===== src/rtl/storage_uart_sender.sv =====
// Drains the storage byte FIFO through its read-enable/valid handshake and
// serialises each byte as an 8N1 UART frame, LSB first, in the ReadClock domain.
module storage_uart_sender #(
  parameter int unsigned CLKS_PER_BIT  = 868,
  parameter int unsigned VALID_TIMEOUT = 15,
  parameter int unsigned COUNT_WIDTH   = 16
) (
  input  logic                   ReadClock,
  input  logic                   Reset,
  input  logic [7:0]             DataIn,
  input  logic                   DataValid,
  input  logic                   DataReadyToSend,
  output logic                   ReadEnable,
  input  logic                   ClearToSend,
  input  logic                   TxEnable,
  output logic                   Tx,
  output logic                   Busy,
  output logic [COUNT_WIDTH-1:0] BytesSent,
  output logic                   Underflow
);

  localparam int unsigned BAUD_W = (CLKS_PER_BIT > 1) ? $clog2(CLKS_PER_BIT) : 1;
  localparam int unsigned TO_W   = $clog2(VALID_TIMEOUT + 1);
  localparam logic [BAUD_W-1:0] BAUD_LAST = BAUD_W'(CLKS_PER_BIT - 1);
  localparam logic [TO_W-1:0]   TO_LAST   = TO_W'(VALID_TIMEOUT - 1);

  typedef enum logic [2:0] {
    IDLE,
    FETCH,
    WAIT_VALID,
    START,
    DATA,
    STOP
  } state_t;

  state_t            state;
  logic [BAUD_W-1:0] baudCnt;
  logic [TO_W-1:0]   timeoutCnt;
  logic [2:0]        bitIdx;
  logic [7:0]        shiftReg;
  logic              goAhead;
  logic              bitDone;

  assign goAhead    = TxEnable & DataReadyToSend & ClearToSend;
  assign bitDone    = (baudCnt == BAUD_LAST);
  assign ReadEnable = (state == FETCH);
  assign Busy       = (state != IDLE);

  // Tx is loaded on the edge that enters each bit so it is valid from that
  // state's first cycle; FETCH and WAIT_VALID keep the idle/stop level.
  always_ff @(posedge ReadClock) begin
    if (Reset) begin
      state      <= IDLE;
      Tx         <= 1'b1;
      BytesSent  <= '0;
      Underflow  <= 1'b0;
      baudCnt    <= '0;
      timeoutCnt <= '0;
      bitIdx     <= '0;
      shiftReg   <= '0;
    end else begin
      Underflow <= 1'b0;
      case (state)
        IDLE: begin
          Tx <= 1'b1;
          if (goAhead) state <= FETCH;
        end
        FETCH: begin
          timeoutCnt <= '0;
          state      <= WAIT_VALID;
        end
        WAIT_VALID: begin
          if (DataValid) begin
            shiftReg <= DataIn;
            baudCnt  <= '0;
            Tx       <= 1'b0;
            state    <= START;
          end else if (timeoutCnt == TO_LAST) begin
            Underflow <= 1'b1;
            state     <= IDLE;
          end else begin
            timeoutCnt <= timeoutCnt + 1'b1;
          end
        end
        START: begin
          if (bitDone) begin
            baudCnt <= '0;
            bitIdx  <= '0;
            Tx      <= shiftReg[0];
            state   <= DATA;
          end else begin
            baudCnt <= baudCnt + 1'b1;
          end
        end
        DATA: begin
          if (bitDone) begin
            baudCnt <= '0;
            if (bitIdx == 3'd7) begin
              Tx    <= 1'b1;
              state <= STOP;
            end else begin
              bitIdx <= bitIdx + 3'd1;
              Tx     <= shiftReg[bitIdx + 3'd1];
            end
          end else begin
            baudCnt <= baudCnt + 1'b1;
          end
        end
        STOP: begin
          if (bitDone) begin
            baudCnt   <= '0;
            BytesSent <= BytesSent + 1'b1;
            state     <= goAhead ? FETCH : IDLE;
          end else begin
            baudCnt <= baudCnt + 1'b1;
          end
        end
        default: begin
          Tx    <= 1'b1;
          state <= IDLE;
        end
      endcase
    end
  end

endmodule


===== config.mk =====
export PLATFORM = sky130hd
export DESIGN_NAME = storage_uart_sender
export DESIGN_NICKNAME = d
export VERILOG_FILES = /design/src/rtl/storage_uart_sender.sv
export SDC_FILE = /design/constraint.sdc
export NUM_CORES = 1
export LEC_CHECK = 0
export BUFFER_PORTS_ARGS = -buffer_cell sky130_fd_sc_hd__buf_2
export CAP_MARGIN = 25
export CORE_UTILIZATION = 50
export DETAILED_ROUTE_END_ITERATION = 7
export PLACE_DENSITY = 0.71
export SETUP_SLACK_MARGIN = 0.3
export SKIP_CTS_REPAIR_TIMING = 1
export SYNTH_ARGS = -nofsm -noshare
export SYNTH_HDL_FRONTEND = slang
export SYNTH_SLANG_ARGS = --single-unit

===== constraint.sdc =====
create_clock -name ReadClock -period 4.69 [get_ports ReadClock]
set_input_delay 0.7035 -clock ReadClock [delete_from_list [all_inputs] [get_ports ReadClock]]
set_output_delay 0.7035 -clock ReadClock [all_outputs]
set_load 0.02 [all_outputs]

==> flow_summary.ini, run 1 <==
[drt]
wire_per_inst_um = 13.6
wl_met2_um = 2330
dr.first_iter.drc_count = 102
m1WireLength_um = 2370
vias = 2164
via_per_inst = 6.01
drc_errors = 0
ant_nets = 0
wl_met3_um = 168
dr.pass1.iters = 6
drt_wl_total_um = 4890
top_layer_used = met4

[logic_synthesis]
synth_nets = 299
yosysUniqueCellTypes = 47
synth_common_cells = 46 x dfxtp_1, 35 x a21oi_1, 33 x nand2_1
synth_top_cell_area_share_pct = 38.8
synth_area_leaders = dfxtp_1 39%, a21oi_1 7.4%, nand2_1 5.2%
syn_area_per_cell_sq_um = 8.50
synthFlopType = dfxtp_1
synth-async-reset-ratio_pct = 0
yosys_warnings = 0
ys_seq_elements = 46
syn_inst = 279
synth_area_leader_cell = dfxtp_1
synth.cell_area_sq_um = 2370
yosysSeqAreaShare_pct = 38.8
synth_edf_count = 0
post-synth-top-count-cell = dfxtp_1

[cells_and_area]
syn2layout_area_growth_pct = 11.7
fillers = 403
drive_gt1_share_pct = 17.2
diodes = 0
nNetsFinal = 327

[cts]
clk_pin_slew_ns = 0.08
cts_root_buf = clkbuf_8
cts_inserted_buffers = 5
cts.path.max_buffers = 2
cts_tree = built
cts_sinks = 46
htreeDepth = 2
clock_latency_ns = 0.30

[worst_setup_path]
critPathRequiredTime_ns = 4.88
crit_arrival_ns = 2.86
critPathMaxFanout = 26
endpoint_kind = flop
start_kind = flop
crit_type = reg2reg

[power]
p_clk_share_pct = 28.9
p_leak_uw = 0.000966
power.density_nw_per_um2 = 329
intPower_uw = 598
total_power_uw = 873
swShare_pct = 31.5
vdd_ir_drop_max_v = 0.000170
combPwrFrac_pct = 20.4
netSwitchingPower_uw = 275
pwr-share-seq_pct = 50.6

[floorplan]
die_w_um = 70.9
num_io_pins = 34
initial_core_util_pct = 53.4
core_sq_um = 4440
core.rowCount = 24
die_y_um = 70.9
dieArea_sq_um = 5020

[timing]
slew_violations = 0
fin_crit_sh_pct = 56.9
skew_ns = 0.00917
rsz0062_at_grt = false
max_slew.worst_pin.slew_ns = 0.919
slew_headroom_pct = 38.6
layout_min_cycle_time_ns = 2.67
hold_violations = 0
finalSetupTns_ns = 0
setup_viol = 0
fmax_mhz = 375

[global_routing]
antenna_found_initial = 0
grt-ovfl-total = 0
grt_pass1_vias = 1862
grt_max_degree = 51
grt_pass1_wl_um = 8250
grt.total_usage_pct = 20.4

[hold_path]
min_path_type = reg2reg

[placed_design]
portBuffers = 33
gp_congestion = 0.860
dp_hpwl_um = 3320

[outcome]
status = finished, final reports clean

[job]
cap_violations = 0
## critical path, stage by stage (launching register included)
cell     delay, ns
dfxtp_1       0.42
ha_1          0.25
and4b_1       0.26
nand4_1       0.73
nor4_1        0.54
mux2_2        0.37
## registers in the layout, indices dropped and copies added, names as in the netlist
register and flops:
shiftReg 8, bitIdx 3, timeoutCnt 4, Tx 1
state 3, BytesSent 16, baudCnt 10, Underflow 1
## metal layers
layer,track usage (%),vias up
met1,26.0,1012
met3,4.27,2
li1,-,1111
met5,0,-
met2,34.4,39
met4,7.11,0
## power groups by stage
stage / Sequential (uW) / Clock (uW) / Combinational (uW)
floorplan: 434 / 0 / 150
global placement: 450 / 0 / 178
CTS: 441 / 259 / 179
finish: 442 / 253 / 178
global route: 447 / 280 / 200
detailed placement: 451 / 0 / 178
## cells by family after synthesis
family	Yosys count	synth area share [%]
DFF	46	38.8
buffers and inverters	16	2.80
xor gates and xnor gates	1	0.369
AOI/OAI and AO/OA	76	21.2
adders and majority gates	6	3.16
muxes	9	5.06
and+or+nand+nor	125	28.6
## final timing paths
| check | startpoint | to | slack, ns | cells after the start |
|---|---|---|---|---|
| max | baudCnt[0]$_SDFFE_PP0P_ | BytesSent[15]$_SDFFE_PP0P_ | 2.02 | 5 |
| min | shiftReg[1]$_SDFFE_PP0P_ | shiftReg[1]$_SDFFE_PP0P_ | 0.46 | 2 |
| max reg2reg | baudCnt[0]$_SDFFE_PP0P_ | BytesSent[15]$_SDFFE_PP0P_ | 2.02 | 5 |
| min reg2reg | shiftReg[1]$_SDFFE_PP0P_ | shiftReg[1]$_SDFFE_PP0P_ | 0.46 | 2 |
## through the flow
| stage | area [sq um] | hold slack [ns] | cells | setup WS, ns | util, % |
|---|---|---|---|---|---|
| after global routing | 2650 | 0.485 | 360 | 1.70 | 59.6 |
| after detailed placement | 2550 | 0.447 | 352 | 2.01 | 57.5 |
| after CTS | 2650 | 0.459 | 360 | 1.99 | 59.6 |
| after floorplan | 2370 | 0.433 | 279 | 2.66 | - |
| after global placement | 2550 | 0.442 | 352 | 2.06 | 57.5 |
| final | 2650 | 0.460 | 360 | 2.02 | 59.6 |
## layout by cell type, fill, tap and decap left out, types with 2 or more instances in the layout
master    count
nand3_1      15
clkbuf_8      6
and3_1        3
nand4_1       7
o21ai_0       9
inv_1         3
mux2_2        2
nor3_1        4
mux2_1        2
nor2_1       15
a41oi_1       3
a311oi_1      8
a32oi_1       2
buf_2        33
ha_1          6
a31oi_1       2
or3_1        11
o31ai_1       7
or4_1         5
nor4_1        6
nor2b_1       7
a21oi_1      35
dfxtp_1      46
or2_2         2
nand2b_1      7
mux2i_1       3
mux4_2        2
nand2_1      33
o31a_1        2
a21o_1        2
## final cells by class
cell class | instances | area (sq um) | area share, %
tap | 52 | 65.1 | 2.46
clock inverter | 2 | 12.5 | 0.472
multi-input combinational | 217 | 1390 | 52.3
timing repair buffer | 34 | 173 | 6.52
sequential | 46 | 921 | 34.7
inverter | 3 | 11.3 | 0.425
clock buffer | 6 | 82.6 | 3.12
Power figures use the tool's default switching activity.
==> run 2, diff against run 1 <==
==> constraint.sdc (replaced) <==
create_clock -name ReadClock -period 2.49 [get_ports ReadClock]
set_input_delay 0.3735 -clock ReadClock [delete_from_list [all_inputs] [get_ports ReadClock]]
set_output_delay 0.3735 -clock ReadClock [all_outputs]
set_load 0.02 [all_outputs]
==> flow_summary.ini, run 2 (synthesis gave the netlist of run 1 again) <==
[outcome]
status = finished, final reports clean

[placed_design]
portBuffers = 33
place_area_sq_um = 2590
gp_congestion = 0.783
dp_hpwl_um = 3540

[global_routing]
antenna_found_initial = 0
grt_pass1_wl_um = 8440
grt-ovfl-total = 0
grt.total_usage_pct = 20.6
grt_pass1_vias = 1872
grt_max_degree = 43

[cells_and_area]
nNetsFinal = 332
reg_top3 = BytesSent x16, baudCnt x10, shiftReg x8
fillers = 391
regMostFlops = BytesSent
most-common-layout-cells = 45 x dfxtp_1, 35 x a21oi_1, 33 x nand2_1, 33 x buf_2
drive_gt1_share_pct = 19.5
diodes = 0
largest_reg_flops = 16
postLayoutCellArea_sq_um = 2700
final_common_cell = dfxtp_1
syn2layout_area_growth_pct = 13.7

[timing]
setup_viol = 0
layout_min_cycle_time_ns = 2.05
fin_crit_sh_pct = 82.5
finalSetupTns_ns = 0
skew_ns = 0.0118
hold_violations = 0
fmax_mhz = 487
rsz0062_at_grt = true
slew_headroom_pct = 50.9
max_slew.worst_pin.slew_ns = 0.736
slew_violations = 0

[power]
netSwitchingPower_uw = 535
intPower_uw = 1120
power.density_nw_per_um2 = 614
swShare_pct = 32.3
combPwrFrac_pct = 22.9
p_leak_uw = 0.000988
pwr-share-seq_pct = 49.6
p_clk_share_pct = 27.4
vdd_ir_drop_max_v = 0.000323

[drt]
ant_nets = 0
wire_per_inst_um = 13.7
drt_wl_total_um = 4990
wl_met2_um = 2360
dr.first_iter.drc_count = 114
via_per_inst = 5.87
m1WireLength_um = 2430
vias = 2144
dr.pass1.iters = 6
top_layer_used = met4
drc_errors = 0
wl_met3_um = 157

[cts]
cts_inserted_buffers = 5
cts_sinks = 46
htreeDepth = 2
cts_root_buf = clkbuf_8
cts.path.max_buffers = 2
clock_latency_ns = 0.30
cts_tree = built
clk_pin_slew_ns = 0.09

[floorplan]
initial_core_util_pct = 53.4
core.rowCount = 24
die_y_um = 70.9
num_io_pins = 34
die_w_um = 70.9
dieArea_sq_um = 5020
core_sq_um = 4440

[worst_setup_path]
cpMostUsedCell = ha_1
crit_arrival_ns = 2.21
crit_chain = ha_1 > ha_1 > or4b_4 > a2111oi_4 > mux2i_1 > nor2_1
r2r_start = bitIdx[0]$_SDFFE_PP0P_
crit_type = reg2reg
crit_slowest_cell = or4b_4
endpoint_kind = flop
start_kind = flop
critPathMaxFanout = 5
critPathRequiredTime_ns = 2.65
slowest_delay_ns = 0.51
critPathLaunch = bitIdx[0]$_SDFFE_PP0P_

[job]
cap_violations = 0

[hold_path]
min_path_type = in2reg
worstHoldStart = DataIn[0]
-- run 2: layout make-up --
type / instances / area [sq um] / area share [%]
Clock buffer: 5 / 68.8 / 2.55
Clock inverter: 3 / 21.3 / 0.789
Inverter: 3 / 11.3 / 0.418
Multi-Input combinational cell: 217 / 1400 / 51.8
Sequential cell: 46 / 922 / 34.2
Tap cell: 52 / 65.1 / 2.41
Timing Repair Buffer: 39 / 210 / 7.80
-- run 2: worst paths after layout --
| check | end | depth (start not counted) | slack [ns] |
|---|---|---|---|
| setup / recovery | bitIdx[0]$_SDFFE_PP0P_ | 6 | 0.44 |
| hold / removal | shiftReg[0]$_SDFFE_PP0P_ | 3 | 0.30 |
| setup reg to reg | bitIdx[0]$_SDFFE_PP0P_ | 6 | 0.44 |
| hold reg to reg | shiftReg[2]$_SDFFE_PP0P_ | 2 | 0.46 |
-- run 2: power by group through the flow --
stage / logic [uW] / clock network, uW / registers, uW
6_report: 380 / 454 / 822
5_1_grt: 424 / 508 / 831
4_1_cts: 379 / 472 / 821
3_5_place_dp: 378 / 0 / 839
3_3_place_gp: 375 / 0 / 837
2_1_floorplan: 283 / 0 / 818
-- run 2: metal layers --
metal | GRT usage, % | vias up
li1 | - | 1119
met3 | 4.42 | 4
met1 | 26.3 | 989
met5 | 0 | -
met2 | 35.0 | 32
met4 | 6.00 | 0
-- run 2: metrics by stage --
stage	hold slack [ns]	cells	util, %	power (uW)	setup slack, ns
floorplan	0.433	279	-	1100	0.460
global placement	0.444	357	58.3	1210	0.363
detailed placement	0.453	357	58.3	1220	0.353
CTS	0.290	365	60.4	1670	0.338
global route	0.304	365	60.7	1760	0.299
finish	0.298	365	60.7	1660	0.435
-- run 2: critical path, delay by kind of cell, from the launching register on --
| family | cells | cell delay [ns] |
|---|---|---|
| and+or+nand+nor | 2 | 0.56 |
| muxes | 1 | 0.23 |
| DFF | 1 | 0.36 |
| adders and majority gates | 2 | 0.37 |
| AOI/OAI and AO/OA | 1 | 0.40 |
